<file path="src/rtl/seg_scan.sv">
// rtl/seg_scan.sv - time-multiplexed 7-segment scanner with frame-aligned double buffering
// Optional leading-zero blanking: define SEG_SCAN_LEADING_ZERO_BLANK_EN.
module seg_scan #(
  parameter int CLK_DIV    = 50000,
  parameter int NUM_DIGITS = 4
) (
  input  logic                      clk,
  input  logic                      rst,
  input  logic [4*NUM_DIGITS-1:0]   value,
  input  logic                      load,
  output logic [3:0]                digit_out,
  output logic [NUM_DIGITS-1:0]     an,
  output logic                      frame_start,
  output logic                      pending
);

  localparam int VW = 4 * NUM_DIGITS;
  localparam int CW = (CLK_DIV > 1) ? $clog2(CLK_DIV) : 1;
  localparam int IW = (NUM_DIGITS > 1) ? $clog2(NUM_DIGITS) : 1;
  localparam logic [CW-1:0] CNT_MAX = CW'(CLK_DIV - 1);
  localparam logic [IW-1:0] IDX_MAX = IW'(NUM_DIGITS - 1);

  logic [CW-1:0]         cnt_q, cnt_d;
  logic [IW-1:0]         idx_q, idx_d;
  logic [NUM_DIGITS-1:0] an_q, an_d;
  logic [3:0]            digit_q, digit_d;
  logic                  frame_start_q, frame_start_d;
  logic                  pending_q, pending_d;
  logic [VW-1:0]         active_q, active_d;
  logic [VW-1:0]         pend_buf_q, pend_buf_d;

  logic                  tick;
  logic [IW-1:0]         idx_next;
  logic                  upper_nonzero;

  always_comb begin
    cnt_d         = cnt_q;
    idx_d         = idx_q;
    an_d          = an_q;
    digit_d       = digit_q;
    frame_start_d = 1'b0;
    pending_d     = pending_q;
    active_d      = active_q;
    pend_buf_d    = pend_buf_q;
    idx_next      = idx_q;
    upper_nonzero = 1'b0;

    tick  = (cnt_q == CNT_MAX);
    cnt_d = tick ? '0 : cnt_q + 1'b1;

    if (load) begin
      pend_buf_d = value;
      pending_d  = 1'b1;
    end

    if (tick) begin
      idx_next = (idx_q == IDX_MAX) ? '0 : idx_q + 1'b1;
      idx_d    = idx_next;

      // Frame boundary: a same-cycle load bypasses the pending buffer.
      if (idx_next == '0) begin
        frame_start_d = 1'b1;
        if (load) begin
          active_d  = value;
          pending_d = 1'b0;
        end else if (pending_q) begin
          active_d  = pend_buf_q;
          pending_d = 1'b0;
        end
      end

      an_d    = '1;
      digit_d = 4'h0;
      for (int k = 0; k < NUM_DIGITS; k++) begin
        if (idx_next == IW'(k)) begin
          an_d[k] = 1'b0;
          digit_d = active_d[4*k +: 4];
        end
        if (IW'(k) >= idx_next && active_d[4*k +: 4] != 4'h0) begin
          upper_nonzero = 1'b1;
        end
      end

`ifdef SEG_SCAN_LEADING_ZERO_BLANK_EN
      if (idx_next != '0 && !upper_nonzero) begin
        an_d    = '1;
        digit_d = 4'h0;
      end
`endif
    end
  end

  always_ff @(posedge clk) begin
    if (rst) begin
      cnt_q         <= '0;
      idx_q         <= IDX_MAX;
      an_q          <= '1;
      digit_q       <= 4'h0;
      frame_start_q <= 1'b0;
      pending_q     <= 1'b0;
      active_q      <= '0;
      pend_buf_q    <= '0;
    end else begin
      cnt_q         <= cnt_d;
      idx_q         <= idx_d;
      an_q          <= an_d;
      digit_q       <= digit_d;
      frame_start_q <= frame_start_d;
      pending_q     <= pending_d;
      active_q      <= active_d;
      pend_buf_q    <= pend_buf_d;
    end
  end

  assign digit_out   = digit_q;
  assign an          = an_q;
  assign frame_start = frame_start_q;
  assign pending     = pending_q;

endmodule

</file>
<file path="config.mk">
export PLATFORM = sky130hd
export DESIGN_NAME = seg_scan
export DESIGN_NICKNAME = d
export VERILOG_FILES = /design/src/rtl/seg_scan.sv
export SDC_FILE = /design/constraint.sdc
export NUM_CORES = 1
export LEC_CHECK = 0
export CORE_UTILIZATION = 35
export CTS_CLUSTER_SIZE = 25
export DETAILED_ROUTE_END_ITERATION = 10
export GPL_TIMING_DRIVEN = 0
export SLEW_MARGIN = 20
export SYNTH_ARGS = -nofsm -noshare
export SYNTH_HDL_FRONTEND = slang
export SYNTH_SLANG_ARGS = --single-unit
</file>
<file path="constraint.sdc">
create_clock -name clk -period 5.3 [get_ports clk]
set_input_delay 0.53 -clock clk [delete_from_list [all_inputs] [get_ports clk]]
set_output_delay 0.53 -clock clk [all_outputs]
set_load 0.02 [all_outputs]
</file>
# Word level (Yosys, flattened, before mapping)
# Index checks and enable logic that the tools add are counted.
dict set report totals {
  register_bits 60
  in_bits 19
  out_inout_bits 10
  elab_cells 37
}
dict set report op_classes {
  n_addsub 2
  eq_ne 5
  muxes 18
  bitwise_logic 1
  reduce_logical 3
}
# operator count
set ops {}
lappend ops {{$mux 16} 3}
lappend ops {{$add 16x1->16 const B} 1}
lappend ops {{$eq 16x16->1 const B} 1}
lappend ops {{$mux 4} 4}
lappend ops {{$mux 1} 10}
lappend ops {{$eq 2x2->1 const B} 3}
lappend ops {{$reduce_or 2->1} 2}
lappend ops {{$add 2x1->2 const B} 1}
lappend ops {{$eq 2x1->1 const B} 1}
lappend ops {{$logic_not 2->1} 1}
lappend ops {{$mux 2} 1}
lappend ops {{$not 1->1} 1}

# Depth between registers and ports, before layout
dict set report depth {
  depth_word 8
  depth_mapped 7
  depth_no_buf 6
}

# Least setup slack after synthesis
# No wires, ideal clock.
dict set report synth_path {
  path_type {register to register}
  from {register cnt_q[10]}
  to {register digit_q[2], in the netlist digit_out[2]}
  setup_ns 0.128
  t_arrival_ns 2.020
  t_required_ns 5.172
  slack_ns 3.151
  stages_incl_launch_ff 7
  n_path_buf 1
  period_less_slack_ns 2.149
  cell_sequence {dfxtp_1 or4b_1 or4_4 nor2b_1 buf_2 a221oi_2 a22oi_1}
}
dict set report synth_between {
  elab_chain_cells 1
}
# element line
set synth_lines {}
lappend synth_lines {{start, declared} 23} ;# logic [CW-1:0] cnt_q, cnt_d;
lappend synth_lines {{start signal, assigned} 104} ;# cnt_q <= cnt_d;
lappend synth_lines {{$eq 16x16->1} 48} ;# tick = (cnt_q == CNT_MAX);
lappend synth_lines {{end signal, assigned} 107} ;# digit_q <= digit_d;
lappend synth_lines {{end, declared} 26} ;# logic [3:0] digit_q, digit_d;
# No other way between the ends.
# A chain may end at the register's enable or synchronous reset.

# Final worst setup path
dict set report layout_path {
  from {register cnt_q[10]}
  to {register an_q[3], in the netlist an[3]}
}
dict set report layout_between {
  elab_chain_cells 1
}
# element line
set layout_lines {}
lappend layout_lines {{$eq 16x16->1} 48}
lappend layout_lines {{end signal, assigned} 106} ;# an_q <= an_d;
lappend layout_lines {{end, declared} 25} ;# logic [NUM_DIGITS-1:0] an_q, an_d;
# No other way between the ends.

==> results.json <==
{
  "status": "finished clean",
  "wl_met1_mm": 3.05,
  "first_pass_iters": 4,
  "start_util": 0.360,
  "synth_cell_types": 38,
  "first_iter_violations": 137,
  "critPathMaxFanout": 10,
  "sequentialPowerShare": 0.510,
  "mostFrequentLayoutCells": "dfxtp_1, nor2_1, clkdlybuf4s50_1, o22ai_1, nand2_1",
  "cts_tree": "yes",
  "area_growth_pct": 22.3,
  "numCtsBuffers": 9,
  "max_clock_freq_mhz": 416,
  "dp_hpwl_mm": 4.42,
  "cts_resized": 0,
  "clock-sinks": 60,
  "setup_tns_ns": 0,
  "io_pins": 29,
  "clk_root_buffer_cell": "clkbuf_8",
  "combPwrFrac": 0.084,
  "switchingPower_w": 0.000219,
  "num_rows": 31,
  "power_density_nw_per_um2": 288,
  "dp.cells": 415,
  "wl_mm": 6.22,
  "netlist_instances": 288,
  "port_buffers": 28,
  "fin_crit_ns": 2.41,
  "clockBufferDepth": 2,
  "top_layer": "met4",
  "grt_max_degree": 11,
  "max_slew_margin": 0.517,
  "required_ns": 5.50,
  "holdCritPathClass": "reg -> reg",
  "p_sw_frac": 0.239,
  "slew_viol_final": 0,
  "dieHeight_microns": 88.2,
  "die_w_microns": 88.2,
  "clk_pin_slew_ns": 0.06,
  "dr_wl_met3_microns": 235,
  "final_common_cell": "dfxtp_1",
  "fin_nets": 351,
  "hold_viol": 0,
  "fin_cells": 429,
  "antenna_found_initial": 0,
  "synth-seq-cells": 60,
  "critPathCaptureType": "flop",
  "grt_usage": 0.178,
  "clk_latency_ns": 0.34,
  "vias": 2176,
  "ys_seq_area_frac": 0.462,
  "rsz0062_at_grt": "no",
  "routedWlPerCell_microns": 14.5,
  "finish.utilization": 0.441,
  "syn-cell-area_sq_um": 2600,
  "drv_cap": 0,
  "worst_setup_path_start_kind": "flop",
  "postCtsSetupBuffers": 0,
  "grt_pass1_vias": 2152,
  "clock_power_share": 0.407,
  "core_area_sq_um": 7210,
  "dieArea_sq_um": 7780,
  "skew_ns": 0.00575,
  "avgViaCountPerCell": 5.07,
  "p_int_w": 0.000697,
  "worstMarginPinSlew_ns": 0.724,
  "cp.arrival_ns": 2.61,
  "ys_warn_count": 0,
  "drive_gt1_frac": 0.0636,
  "remaining_drc_errors": 0,
  "setup_viol": 0,
  "grt-ovfl-total": 0,
  "syn_nets": 312,
  "antenna_cells": 0,
  "avgSynthCellArea_sq_um": 9.03,
  "place_congestion": 0.862,
  "holdBufCountCts": 0,
  "critical_path_class": "reg -> reg",
  "power.leakage_nw": 1.24,
  "grt_pass1_wl_mm": 10.5,
  "fin_crit_sh": 0.454,
  "ir_drop_uv": 117,
  "route.met2.wl_mm": 2.81,
  "drt.antenna.violating_nets": 0,
  "cts_max_level": 3
}
-- synth_stat cells --
cell | count | share of area
and2_1 | 1 | 0.0024
nand3_1 | 5 | 0.0096
dfxtp_1 | 60 | 0.46
o21a_1 | 2 | 0.0058
o21ai_0 | 9 | 0.017
nand4_1 | 3 | 0.0072
or3_1 | 1 | 0.0024
a221oi_1 | 2 | 0.0067
or4_4 | 1 | 0.0043
a221oi_2 | 1 | 0.0058
or2b_1 | 1 | 0.0029
o21ai_1 | 1 | 0.0019
a2111oi_0 | 1 | 0.0034
o22ai_1 | 24 | 0.058
a22o_1 | 8 | 0.027
mux2i_1 | 16 | 0.062
clkbuf_1 | 9 | 0.013
a32oi_1 | 1 | 0.0034
and3_1 | 3 | 0.0072
or2_1 | 1 | 0.0024
nor3_1 | 1 | 0.0019
inv_1 | 6 | 0.0087
a32o_1 | 4 | 0.015
buf_6 | 1 | 0.0043
nor2b_1 | 2 | 0.0048
nand4b_1 | 1 | 0.0034
buf_1 | 5 | 0.0072
a21oi_1 | 15 | 0.029
nor2_1 | 40 | 0.058
a22oi_1 | 6 | 0.017
xor2_1 | 7 | 0.024
a2bb2oi_1 | 1 | 0.0034
or4b_1 | 2 | 0.0077
ha_1 | 5 | 0.024
buf_2 | 4 | 0.0077
a21o_1 | 8 | 0.023
xnor2_1 | 7 | 0.024
nand2_1 | 23 | 0.033
-- cells by family after synthesis --
group                    count (synthesis)  share of synthesized area
AND/OR/NAND/NOR                         85                      0.147
AO/OA/AOI/OAI                           83                      0.217
flip-flops                              60                      0.462
buffers and inverters                   25                     0.0409
multiplexers                            16                     0.0616
XOR/XNOR                                14                     0.0472
adder cells (fa/ha/maj)                  5                     0.0241
-- through the flow --
stage	cell area (sq um)	hold slack, ns	power (W)	setup WS, ns
final	3180	0.464	0.000916	2.89
after global routing	3180	0.487	0.000955	2.71
after CTS	3180	0.471	0.000928	2.88
after detailed placement	3000	0.458	0.000554	2.63
after global placement	3000	0.442	0.000552	2.63
after floorplan	2600	0.430	0.000522	3.15
-- path summary, 6_finish.rpt --
kind / end / slack, ns / cells after the start / from
max: an[3] / 2.89 / 5 / cnt_q[10]
min: pend_buf_q[2] / 0.46 / 2 / pend_buf_q[2]
max reg2reg: an[3] / 2.89 / 5 / cnt_q[10]
min reg2reg: pend_buf_q[2] / 0.46 / 2 / pend_buf_q[2]
-- power groups by stage --
stage          clock [W]  combinational (W)  sequential [W]
2_1_floorplan          0          0.0000462        0.000475
3_3_place_gp           0          0.0000761        0.000476
3_5_place_dp           0          0.0000770        0.000477
4_1_cts         0.000384          0.0000773        0.000467
5_1_grt         0.000404          0.0000844        0.000468
6_report        0.000372          0.0000769        0.000467
-- flip-flops by register name, indices dropped and copies added, names as in the netlist --
signal	count
digit_out	4
frame_start	1
active_q	16
cnt_q	16
an	4
idx_q	2
pend_buf_q	16
pending	1
-- critical path, cell delays in order, from the launching register on --
cell and delay, ns:
dfxtp_1 0.33, or4b_1 0.52, or4_4 0.58, nor2_1 0.41
buf_2 0.33, a21oi_1 0.10
-- metal layers --
| layer | vias to the layer above | track usage |
|---|---|---|
| li1 | 1116 | - |
| met1 | 1011 | 0.226 |
| met2 | 36 | 0.283 |
| met3 | 13 | 0.0452 |
| met4 | 0 | 0.0836 |
| met5 | - | 0 |
-- final cells by class --
class,count,area (sq um)
Fill cell,737,4040
Multi-Input combinational cell,203,1290
Sequential cell,60,1200
Timing Repair Buffer,28,280
Clock buffer,12,165
Tap cell,99,124
Buffer,19,83.8
Inverter,6,22.5
Clock inverter,2,10.0
(Power assumes the default switching activity.)
